--- src/rtl/dl1_write_buffer.sv ---
// DL1 -> L2 write buffer: a circular FIFO of word writes. A write to the youngest
// entry's word is merged into that entry, and DL1 miss snoops see the youngest buffered data.
module dl1_write_buffer #(
    parameter int DATA_LENGTH = 32,
    parameter int BYTE_OFFSET = 2,
    parameter int WB_DEPTH    = 4
) (
    input  logic                                 clk_l2,
    input  logic                                 rst_n,
    input  logic                                 wb_req,
    input  logic [2*DATA_LENGTH-BYTE_OFFSET-1:0] wb_data,
    output logic                                 wb_ack,
    output logic                                 full_flag,
    output logic                                 wb_empty,
    input  logic                                 L2_full_flag,
    output logic                                 l2_wb_valid,
    output logic [DATA_LENGTH-BYTE_OFFSET-1:0]   l2_wb_addr,
    output logic [DATA_LENGTH-1:0]               l2_wb_data,
    input  logic                                 l2_wb_ready,
    input  logic [DATA_LENGTH-BYTE_OFFSET-1:0]   snoop_addr,
    output logic                                 snoop_hit,
    output logic [DATA_LENGTH-1:0]               snoop_data
);
    localparam int AW = DATA_LENGTH - BYTE_OFFSET;
    localparam int PW = $clog2(WB_DEPTH);
    localparam int CW = PW + 1;

    logic [AW-1:0]          addr_q [WB_DEPTH];
    logic [DATA_LENGTH-1:0] data_q [WB_DEPTH];
    logic [WB_DEPTH-1:0]    vld_q;
    logic [PW-1:0]          head, tail, young, sidx;
    logic [CW-1:0]          count;

    logic [AW-1:0]          in_addr;
    logic [DATA_LENGTH-1:0] in_data;
    logic                   accept, pop, young_pop, coalesce, allocate;

    assign in_addr = wb_data[AW+DATA_LENGTH-1:DATA_LENGTH];
    assign in_data = wb_data[DATA_LENGTH-1:0];
    assign young   = tail - PW'(1);

    assign wb_empty    = (count == '0);
    assign full_flag   = (count == CW'(WB_DEPTH));
    assign l2_wb_valid = !wb_empty && !L2_full_flag;
    assign l2_wb_addr  = addr_q[head];
    assign l2_wb_data  = data_q[head];

    assign accept    = wb_req && !wb_ack;
    assign pop       = l2_wb_valid && l2_wb_ready;
    // Merging into an entry that leaves this cycle would lose the write.
    assign young_pop = pop && (count == CW'(1));
    assign coalesce  = accept && vld_q[young] && (addr_q[young] == in_addr) && !young_pop;
    // A same-cycle pop never frees a slot for the incoming write.
    assign allocate  = accept && !coalesce && !full_flag;

    always_ff @(posedge clk_l2) begin
        if (!rst_n) begin
            head   <= '0;
            tail   <= '0;
            count  <= '0;
            vld_q  <= '0;
            wb_ack <= 1'b0;
        end else begin
            wb_ack <= coalesce || allocate;
            if (allocate) begin
                tail        <= tail + PW'(1);
                vld_q[tail] <= 1'b1;
            end
            if (pop) begin
                head        <= head + PW'(1);
                vld_q[head] <= 1'b0;
            end
            case ({allocate, pop})
                2'b10:   count <= count + CW'(1);
                2'b01:   count <= count - CW'(1);
                default: count <= count;
            endcase
        end
    end

    // Payload storage needs no reset; entry validity lives in vld_q.
    always_ff @(posedge clk_l2) begin
        if (allocate) begin
            addr_q[tail] <= in_addr;
            data_q[tail] <= in_data;
        end
        if (coalesce)
            data_q[young] <= in_data;
    end

    // Walk oldest to youngest so the youngest match is the last one kept.
    always_comb begin
        snoop_hit  = 1'b0;
        snoop_data = '0;
        sidx       = head;
        for (int k = 0; k < WB_DEPTH; k++) begin
            sidx = head + PW'(k);
            if (vld_q[sidx] && (addr_q[sidx] == snoop_addr)) begin
                snoop_hit  = 1'b1;
                snoop_data = data_q[sidx];
            end
        end
    end
endmodule

--- config.mk ---
export PLATFORM = sky130hd
export DESIGN_NAME = dl1_write_buffer
export DESIGN_NICKNAME = d
export VERILOG_FILES = /design/src/rtl/dl1_write_buffer.sv
export SDC_FILE = /design/constraint.sdc
export NUM_CORES = 1
export LEC_CHECK = 0
export BUFFER_PORTS_ARGS = -buffer_cell sky130_fd_sc_hd__buf_2
export CORE_ASPECT_RATIO = 1.25
export CORE_UTILIZATION = 59
export CTS_BUF_LIST = sky130_fd_sc_hd__clkbuf_4 sky130_fd_sc_hd__clkbuf_8
export CTS_CLUSTER_DIAMETER = 120
export DETAILED_ROUTE_END_ITERATION = 8
export GPL_TIMING_DRIVEN = 1
export PLACE_DENSITY = 0.89
export SKIP_CTS_REPAIR_TIMING = 1
export SLEW_MARGIN = 20
export SYNTH_ARGS = -nofsm -noshare
export SYNTH_HDL_FRONTEND = slang
export SYNTH_SLANG_ARGS = --single-unit
--- constraint.sdc ---
create_clock -name clk_l2 -period 8.6 [get_ports clk_l2]
set_input_delay 2.15 -clock clk_l2 [delete_from_list [all_inputs] [get_ports clk_l2]]
set_output_delay 2.15 -clock clk_l2 [all_outputs]
set_load 0.02 [all_outputs]
# After elaboration in Yosys (flattened, before gate mapping)

Memories as Yosys holds them, arrays and structs flattened. A register that Yosys moved wholly into a read port is not among the register bits.
Index checks and enable logic that the tools add are counted.

Add/sub/neg operators: 7
Magnitude comparators: 8
Eq/ne operators: 9
Multiplexer cells: 37
Bitwise gates (word level): 3
Reductions and logical operators: 25

Operators by type and width:

| kind                                                              | number |
|---|---|
| 2-to-1 mux 32 bit                                                 | 5 |
| equality test 30 bit                                              | 5 |
| OR reduction 32 bit                                               | 1 |
| < comparator 2 x 3 -> 1 bit, second input constant                | 6 |
| 2-to-1 mux 1 bit                                                  | 16 |
| logical AND 1 bit                                                 | 15 |
| 2-to-1 mux 4 bit                                                  | 3 |
| binary-select mux 1 bit (select 2 bit)                            | 5 |
| 2-to-1 mux 2 bit                                                  | 5 |
| zero test 1 bit                                                   | 6 |
| case mux 3 bit (2 select lines)                                   | 1 |
| adder 2 x 1 -> 2 bit, second input constant                       | 2 |
| adder 2 bit, second input constant                                | 2 |
| AND 4 bit                                                         | 1 |
| demux 1 bit (select 2 bit)                                        | 2 |
| greater-or-equal comparator 2 x 1 -> 1 bit, second input constant | 2 |
| inverter 4 bit                                                    | 1 |
| OR 4 bit                                                          | 1 |
| adder 3 x 1 -> 3 bit, second input constant                       | 1 |
| equality test 3 x 1 -> 1 bit, second input constant               | 1 |
| equality test 3 bit, second input constant                        | 1 |
| zero test 3 bit                                                   | 1 |
| subtractor 3 x 1 -> 3 bit, second input constant                  | 1 |
| equality test 2 x 1 -> 1 bit, second input constant               | 1 |
| other kinds (4)                                                   | 4 |

Bits in registers: 12
Bits in writable memories: 248
Input port bits: 97
Output and inout port bits: 99
Logic and storage cells: 96
Memories: 2

Memories:

| name   | words | bits a word | read ports | clocked after Yosys merged registers in | wr ports | RTL line | source |
|---|---|---|---|---|---|---|---|
| data_q | 4     | 32          | 4          | 1                                       | 1        | 29       | `logic [DATA_LENGTH-1:0] data_q [WB_DEPTH];` |
| addr_q | 4     | 30          | 5          | 1                                       | 1        | 28       | `logic [AW-1:0] addr_q [WB_DEPTH];` |

# Longest topological paths before layout

Word-level depth: 14
Depth in mapped cells: 19

# Worst setup path after synthesis

Ideal clock, no wire load.

Kind: in2out
Start: input port snoop_addr[23]
End: output port snoop_data[10]
Arrival: 4,786 ps
Data required time: 6,450 ps
Slack: 1,664 ps
Cell stages on the path: 8
Cells stage by stage: buf_1 > o22ai_1 > or4_1 > a2111oi_2 > o21ai_2 > buf_6 > or4_1 > a311oi_1

Longest elaborated chain between the ends: 6
Elaborated cells between the ends (all ways): 12
Those cells by class: eq/ne (4); mux (4); reduce/logical (4)

Ends and longest elaborated chain:

| item                           | RTL line | source |
|---|---|---|
| start, declared                | 20       | `input logic [DATA_LENGTH-BYTE_OFFSET-1:0] snoop_addr,` |
| equality test 30 bit           | 98       | `if (vld_q[sidx] && (addr_q[sidx] == snoop_addr)) begin` |
| logical AND 1 bit              | 98       |  |
| 2-to-1 mux 32 bit (3 in a row) | 98       |  |
| 2-to-1 mux 32 bit *            | 98       |  |
| end, declared                  | 22       | `output logic [DATA_LENGTH-1:0] snoop_data` |

Every way passes the cells marked *; elsewhere a longest branch is shown, timed or not.

# Worst setup path in the final report

Start: register head[0]
End: output port snoop_data[12]

Elaborated cells between the ends (all ways): 24
Those cells by class: add/sub (3); eq/ne (3); mux (12); reduce/logical (4); memory (2)

RTL lines:

| item                                                                                 | RTL line | source |
|---|---|---|
| start, declared                                                                      | 31       | `logic [PW-1:0] head, tail, young, sidx;` |
| start signal, assigned                                                               | 70       | `head <= head + PW'(1);` |
| adder 2 bit *                                                                        | 97       | `sidx = head + PW'(k);` |
| named net sidx[0]                                                                    | 31       |  |
| memory (4 x 30 bit) / binary-select mux 1 bit (select 2 bit) (equally long branches) | --       |  |
| equality test 30 bit / 2-to-1 mux 1 bit (equally long branches)                      | 98       |  |
| logical AND 1 bit                                                                    | 98       |  |
| 2-to-1 mux 32 bit *                                                                  | 98       |  |

The timed path passes the listed nets; every way through them passes the cells marked *. The select of a mux whose other input is x is not followed.

==> metrics.cfg <==
[hold_path]
holdPathEnd=count[2]$_SDFFE_PN0P_
hold_depth=2
min_path_type=flop to flop
min_from=count[2]$_SDFFE_PN0P_

[synth]
synth_edf_count=248
ys_ff_latch=262
yosysWarningCount=0
synthArstFlopShare_pct=0
syn_area_um2=18580
yosys.area.top_type=edfxtp_1
netlist.area_leader.share_pct=40.08
synth_nets=1373
synth_area_leaders=edfxtp_1 (40%), mux4_2 (29%), xnor2_1 (5.6%), mux2i_1 (4.2%), nand2_1 (1.6%)
avgSynthCellArea_um2=14.71
ys.flop_type=edfxtp_1
synthCells=1263
synthDistinctLibCells=71
synth.yosys.seq_area_share_pct=41.58

[clock_tree]
htree_levels=2
insertion_delay_ps=560
tritoncts=done
path_clk_slew_ps=60
cts_root_buf=clkbuf_8
clk_path_buf_depth=3
cts-buffers-inserted=42
cts.sinks=262

[global_routing]
grt_pass1_wl_um=79320
grt_use_total_pct=32.46
grt_pass1_vias=13527
grt_overflow=0
antenna_found_initial=12
grt_start_max_net_pins=66

[power]
power_uw=3685
powerDensity_nw_per_um2=179.1
cellLeakagePower_uw=0.006378
ir_worst_vdd_uv=197.1

[setup_path]
timing.rr.end=count[2]$_SDFFE_PN0P_
path_cells=inv_1 > ha_4 > inv_2 > a211oi_1 > a22oi_1 > nor4_1 > nand4_1 > buf_4 > and2_1 > buf_4 > a311oi_2 > buf_2
ff2ff_setup_slack_ps=2630
path_buf_inv=5
r2r_start=tail[0]$_SDFFE_PN0N_
crit_top_cell=buf_4
startpoint_type=flop
critPathKind=flop to output port
cpPeakStageDelay_ps=920
cp_top_family=buffers and inverters
required_ps=6450
slowest_stage=ha_4
critPathCaptureType=output port
arrival_ps=5720
worstRegToRegCells=13
cp_max_fo=55

[floorplan]
num_io_pins=196
dieArea_um2=32210
rows=72
die_w_um=160.7
core_area_um2=30990
die_h_um=200.4
initial_core_util_pct=59.96

[status]
status=finished clean

[route]
routed_wl_um=51980
drc=0
postRouteAntennaNets=0
dr_total_vias=13479
drt_iter0_markers=2015
vias_per_cell=7.243
drt_pre_antenna_iters=6
wl_per_cell_um=27.93

[finish]
final_cell_mix=edfxtp_1 (248), mux4_2 (242), buf_2 (195), xnor2_1 (118), nand2_1 (79)
finalNonFillerCells=1861
syn_to_final_growth_pct=10.73
nNetsFinal=1524
layout_commonest_cell=edfxtp_1
layout-drive-gt1-share_pct=39.78

[run]
drv_cap=0

[sta]
rsz0062_at_grt=no
setup_violations=0
tns_ps=0
drv_slew=0
worstMarginPinSlew_ps=921.5
slew_headroom_pct=38.57
finalHoldViolCount=0
finalWorstSetupSlack_ps=725.6
period_share_pct=91.56
layout_min_cycle_time_ps=7874
skew_ps=33.75
fmax_mhz=127.0

[placed_design]
place_ws_ps=1203
dpl.cell_count=1776
dpl.hpwl_um=34950
port_buffers=195
gp_congestion=0.9491

==> layout make-up <==
class | instances | area, µm²
inverters | 20 | 75.07
fillers | 2195 | 10410
flip-flops and latches | 262 | 7741
repair buffers | 225 | 1229
clock buffers | 56 | 689.4
multi-input cells | 863 | 10200
diodes | 11 | 27.53
well taps | 407 | 509.2
clock inverters | 17 | 100.1
==> cell families after synthesis <==
family / after synthesis / synth area share (%)
simple gates: 262 / 7.272
flops: 262 / 41.58
mux: 330 / 34.15
xor+xnor: 144 / 6.787
compound gates: 114 / 5.434
fa+ha+maj: 13 / 0.8753
buf+inv: 138 / 3.898
==> layer usage <==
metal / GRT usage (%) / up-vias / wire, µm
met4: 15.94 / 6 / 2528
met3: 6.157 / 166 / 5501
met2: 54.28 / 960 / 26480
met1: 40.75 / 6795 / 17430
li1: - / 5552 / -
met5: 0 / - / 40
==> tightest hold or removal path, cell delays in order, from the launching register on <==
cell	delay [ps]
dfxtp_1	350
o21ai_0	90
a21oi_1	70
==> cell usage after synthesis, drive strengths merged, types with 5 or more instances <==
library cell	count
dfxtp	14
edfxtp	248
a311oi	32
ha	13
mux2	9
inv	19
nor3	36
mux2i	79
nand4	24
nor4	9
o22ai	9
nand3	11
a211oi	6
a22oi	5
a21oi	12
nand2	79
mux4	242
buf	61
xor2	26
o21ai	10
or4	36
and2	5
clkbuf	57
nor2	46
o221ai	5
xnor2	118
==> registers in the layout, summed over array words and instances, names as in the netlist, named ones only <==
| signal | cells |
|---|---|
| count | 3 |
| addr_q | 120 |
| head | 2 |
| data_q | 128 |
| wb_ack | 1 |
| vld_q | 4 |
| tail | 2 |
==> power by group <==
part,internal [µW],switching (µW),total (µW)
clock network,549,485,1030
logic,522,590,1110
registers,1460,74.6,1540
==> worst max-delay path by stage <==
stage	start	end	slack [ps]	depth (start not counted)
after floorplan	snoop_addr[23]	snoop_data[10]	1660	8
after global placement	snoop_addr[11]	snoop_data[31]	1320	11
after detailed placement	snoop_addr[11]	snoop_data[12]	1200	11
after CTS	head[0]$_SDFFE_PN0N_	snoop_data[12]	810	12
after global routing	head[0]$_SDFFE_PN0N_	snoop_data[12]	420	12
final	head[0]$_SDFFE_PN0N_	snoop_data[12]	730	12
==> through the flow <==
stage	hold slack [ps]	area (µm²)	util (%)
5_1_grt	592.0	20560	66.34
2_1_floorplan	480.6	18580	-
3_3_place_gp	514.6	19720	63.62
3_5_place_dp	517.3	19730	63.67
4_1_cts	541.5	20520	66.22
6_report	550.5	20580	66.40
No activity file was read; power rests on OpenSTA's default activity.
